==> config.mk <==
export PLATFORM = sky130hd
export DESIGN_NAME = key_conditioner
export DESIGN_NICKNAME = d
export VERILOG_FILES = /design/src/rtl/key_conditioner.sv
export SDC_FILE = /design/constraint.sdc
export NUM_CORES = 1
export LEC_CHECK = 0
export ABC_CLOCK_PERIOD_IN_PS = 3410
export BUFFER_PORTS_ARGS = -buffer_cell sky130_fd_sc_hd__buf_2
export CAP_MARGIN = 10
export CORE_MARGIN = 2
export CORE_UTILIZATION = 40
export DETAILED_ROUTE_END_ITERATION = 12
export SLEW_MARGIN = 15
export SYNTH_ARGS = -nofsm -noshare
export SYNTH_HDL_FRONTEND = slang
export SYNTH_SLANG_ARGS = --single-unit
==> constraint.sdc <==
create_clock -name CLOCK_50 -period 3.41 [get_ports CLOCK_50]
set_clock_uncertainty 0.15 [all_clocks]
set_input_delay 0.682 -clock CLOCK_50 [delete_from_list [all_inputs] [get_ports CLOCK_50]]
set_output_delay 0.682 -clock CLOCK_50 [all_outputs]
set_load 0.03 [all_outputs]
==> src/rtl/key_conditioner.sv <==
// Input stage for the digital clock: synchronises, debounces and pulse-shapes
// four active-low keys and one active-high mode button, with hold-to-repeat.
module key_conditioner #(
  parameter int         CNT_W         = 25,
  parameter int         DEB_CYCLES    = 1000000,
  parameter int         REPEAT_DELAY  = 25000000,
  parameter int         REPEAT_PERIOD = 5000000,
  parameter logic [3:0] REPEAT_MASK   = 4'b0111
) (
  input  logic       CLOCK_50,
  input  logic       reset,
  input  logic [3:0] K,
  input  logic       trans,
  output logic [3:0] key_press,
  output logic       trans_press,
  output logic [3:0] key_held,
  output logic       trans_held
);

  typedef enum logic [2:0] {
    IDLE,
    PRESS_WAIT,
    HELD,
    REPEAT,
    RELEASE_WAIT
  } state_t;

  localparam logic [CNT_W-1:0] DEB_LAST = CNT_W'(DEB_CYCLES - 1);
  localparam logic [CNT_W-1:0] DLY_LAST = CNT_W'(REPEAT_DELAY - 1);
  localparam logic [CNT_W-1:0] PER_LAST = CNT_W'(REPEAT_PERIOD - 1);

  // Channel 4 is trans: idles low and never repeats.
  localparam logic [4:0] IDLE_LVL_ALL = 5'b01111;
  localparam logic [4:0] RPT_EN_ALL   = {1'b0, REPEAT_MASK};

  logic [4:0] raw;
  logic [4:0] press_all;
  logic [4:0] held_all;

  assign raw = {trans, K};

  // Each channel's FSM is observable hierarchically as g_chan[i].state.
  for (genvar ch = 0; ch < 5; ch++) begin : g_chan
    localparam logic IDLE_LVL = IDLE_LVL_ALL[ch];
    localparam logic RPT_EN   = RPT_EN_ALL[ch];

    logic             sync1;
    logic             sync2;
    logic             asserted;
    logic             press_q;
    logic             held_q;
    logic [CNT_W-1:0] cnt;
    state_t           state;

    assign asserted = sync2 ^ IDLE_LVL;

    always_ff @(posedge CLOCK_50) begin
      if (!reset) begin
        sync1   <= IDLE_LVL;
        sync2   <= IDLE_LVL;
        state   <= IDLE;
        cnt     <= '0;
        press_q <= 1'b0;
        held_q  <= 1'b0;
      end else begin
        sync1   <= raw[ch];
        sync2   <= sync1;
        press_q <= 1'b0;
        case (state)
          IDLE: begin
            if (asserted) begin
              state <= PRESS_WAIT;
              cnt   <= '0;
            end
          end
          PRESS_WAIT: begin
            if (!asserted) begin
              state <= IDLE;
            end else if (cnt == DEB_LAST) begin
              state   <= HELD;
              press_q <= 1'b1;
              held_q  <= 1'b1;
              cnt     <= '0;
            end else begin
              cnt <= cnt + 1'b1;
            end
          end
          HELD: begin
            // Without repeat the timer simply parks until release.
            if (!asserted) begin
              state <= RELEASE_WAIT;
              cnt   <= '0;
            end else if (RPT_EN) begin
              if (cnt == DLY_LAST) begin
                state   <= REPEAT;
                press_q <= 1'b1;
                cnt     <= '0;
              end else begin
                cnt <= cnt + 1'b1;
              end
            end
          end
          REPEAT: begin
            // Release wins over a coinciding terminal count.
            if (!asserted) begin
              state <= RELEASE_WAIT;
              cnt   <= '0;
            end else if (cnt == PER_LAST) begin
              press_q <= 1'b1;
              cnt     <= '0;
            end else begin
              cnt <= cnt + 1'b1;
            end
          end
          RELEASE_WAIT: begin
            if (asserted) begin
              state <= HELD;
              cnt   <= '0;
            end else if (cnt == DEB_LAST) begin
              state  <= IDLE;
              held_q <= 1'b0;
            end else begin
              cnt <= cnt + 1'b1;
            end
          end
          default: begin
            state <= IDLE;
            cnt   <= '0;
          end
        endcase
      end
    end

    assign press_all[ch] = press_q;
    assign held_all[ch]  = held_q;
  end

  assign key_press   = press_all[3:0];
  assign trans_press = press_all[4];
  assign key_held    = held_all[3:0];
  assign trans_held  = held_all[4];

endmodule

==> summary.md <==
| Metric | Value |
|---|---|
| Detail Placement HPWL | `about 11 mm` |
| Minimum clock period | `approximately 2.7 ns` |
| Status | `finished, final reports clean` |
| Fin cells | `between 1,000 and 1,500` |
| WP data required | `between 3 and 4 ns` |
| CTS Hold Bufs | `0` |
| Achievable frequency | `around 360 MHz` |
| Clk slew on worst S/H paths | `0.06 ns` |
| Arrival time worst endpoint | `2.90 ns` |
| Via count | `around 6,800` |
| Post-CTS resize count | `0` |
| Post-synth EDFFs | `0` |
| Die H | `146 µm` |
| Final worst setup slack | `0.669 ns` |
| Synth Warn # | `0` |
| Core outline area | `20,100 µm²` |
| Area growth, synth to finish | `10.6%` |
| I/O pin count | `17` |
| Slew of the pin with the lowest slew margin | `around 0.75 ns` |
| Pwr dens | `between 400 and 500 nW/µm²` |
| Vias in the first global route | `between 6,000 and 7,000` |
| Routed WL per cell | `around 13 µm` |
| Num CTS Buffers | `17` |
| RSZ-0062 raised after global routing | `no` |
| Worst setup SP type | `flip-flop` |
| GPL Wtd Cong | `0.801` |
| Grt total ovfl | `0` |
| Top_reg_cell synth | `dfxtp_1` |
| Full die area | `around 21,000 µm²` |
| Site row count | `52` |
| # setup viols final | `0` |
| #FFs+latches synth | `160` |
| N_diodes | `0` |
| Post-Place Cell Area | `roughly 8400 µm²` |
| Max cap viols | `0` |
| Worst hold path class | `reg -> reg` |
| Worst Path Max Fanout | `23` |
| Worst vdd ir | `about 300 µV` |
| DP Cell Count | `roughly 1,200` |
| Post-CTS Repair Setup Buffers | `0` |
| Initial antenna violation count | `0` |
| Clk_lat worst skew | `0.43 ns` |
| Share of cells above drive strength 1 | `7.68%` |
| Hold Path Stages | `1` |
| Met1 usage | `22.6%` |
| Setup WS pre-CTS | `about 0.70 ns` |
| Crit share post-route | `80.4%` |
| Global-route wire length before repair | `29.8 mm` |
| Syn Inst Count | `between 900 and 1,000` |
| Starting DRT DRC Count | `346` |
| CTS Sinks | `160` |
| Final Hold Viols | `0` |
| Worst slew margin | `49.8%` |
| CTS tree | `built` |
| Mapped Area | `between 8000 and 9000 µm²` |
| Crit. End Element | `flip-flop` |
| Crit Path Category | `reg -> reg` |
| Buffers on Ports | `16` |
| H-tree levels | `4` |
| Die W | `146 µm` |
| Initial Utilization | `approximately two fifths` |
| GRT Util Overall | `16.5%` |
| First-pass iteration count of the detailed router | `8` |
| Max Root-Sink Buffers | `2` |
| GRT busiest layer | `met2` |
| Worst r2r path cells | `8` |
| WHS | `0.253 ns` |
| Syn Nets | `1,011` |
| Drt drc | `0` |
| Met3 Use GR | `3.50%` |
| Final wirelength | `about 17 mm` |
| # fillers | `about 2,000` |
| Syn Area/Cell | `8.13 µm²` |
| Yosys cell types | `67` |
| Max Transition Viols Final | `0` |
| Antenna viol nets, final | `0` |
| GR Util met2 | `26.3%` |
| Via-per-instance ratio | `5.30` |
| Post-synth ARST share | `0%` |
| Nets | `between 1,000 and 1,500` |
| LEAKAGE | `0.00284 µW` |
| Seq/Total Area, Yosys | `between 30% and 40%` |
| CTS root buf | `clkbuf_16` |
| Cell area after layout | `8980 µm²` |
| Setup Total Neg Slack | `0 ns` |
| Largest net degree at the start of global routing | `26` |
critical path, cell delays in order, from the launching register on:
cell      delay, ns
dfxtp_1        0.38
ha_1           0.20
or3b_1         0.37
or4_1          0.61
o21ai_0        0.29
a221oi_1       0.13
o21ai_2        0.14
buf_4          0.27
nor2_1         0.07
state kept, by name, indices dropped and copies added, names as in the netlist:
register,flops
g_chan.sync2,4
g_chan.press_q,4
g_chan.held_q,4
g_chan.state,15
g_chan.sync1,5
trans_held,1
trans_press,1
g_chan.asserted,1
g_chan.cnt,125
final cells by class:
type / count / area, µm² / area share (%)
multi-input cells: 757 / 4570 / 50.8
flip-flops and latches: 160 / 3200 / 35.6
clock buffers: 19 / 443 / 4.93
inverters: 25 / 93.8 / 1.04
clock inverters: 13 / 163 / 1.81
repair buffers: 29 / 178 / 1.98
well taps: 270 / 338 / 3.76
cell families after synthesis:
family | synth area share (%)
compound gates | 9.37
xor+xnor | 12.2
fa+ha+maj | 0.770
buf+inv | 4.51
flops | 39.4
mux | 0.493
simple gates | 33.2
stage by stage:
step	power [µW]	util, %
4_1_cts	4020	44.7
2_1_floorplan	2010	-
5_1_grt	4110	44.7
6_report	3960	44.7
3_5_place_dp	2040	41.7
3_3_place_gp	2040	41.7
final timing paths:
kind,startpoint,endpoint,slack (ns)
worst max register to register,g_chan[2].cnt[0],g_chan[2].cnt[20],0.67
worst min-delay path,g_chan[2].sync1,g_chan[2].sync2,0.25
worst min register to register,g_chan[2].sync1,g_chan[2].sync2,0.25
worst max-delay path,g_chan[2].cnt[0],g_chan[2].cnt[20],0.67
Yosys cell counts, drive strengths merged (24+ instances only):
cell type,number,area [µm²]
nor2,164,616
dfxtp,160,3200
xnor2,87,762
nand2,65,244
nand3,59,300
nor3,41,205
clkbuf,37,139
nor4,35,231
nand4,34,213
a21oi,33,165
o21ai,28,144
and3,27,169
xor2,26,228
inv,24,90.1
power by group:
| group | leakage, µW | internal (µW) | switching, µW |
|---|---|---|---|
| clock network | 0.000289 | 1170 | 787 |
| logic | 0.00126 | 31.5 | 68.4 |
| registers | 0.00129 | 1880 | 15.6 |
| total | 0.00284 | 3080 | 871 |
layer usage:
| metal | vias to the layer above | routed length, µm | share of wire [%] |
|---|---|---|---|
| li1 | 3512 | - | - |
| met3 | 22 | 561 | 3.3 |
| met5 | - | 0 | 0 |
| met1 | 3116 | 8510 | 51 |
| met2 | 103 | 7490 | 45 |
| met4 | 0 | 213 | 1.3 |
placed cells by master, fill, tap and decap left out, types with 27 or more instances in the layout:
cell type	synthesis	routed
a21oi_1	33	33
o21ai_0	27	27
dfxtp_1	160	160
nor2_1	164	164
nor4_1	33	32
nand4_1	34	34
nand2_1	65	65
nor3_1	41	41
and3_1	27	27
nand3_1	58	58
xnor2_1	87	87
Note: power is estimated with default switching activity, not from simulation.
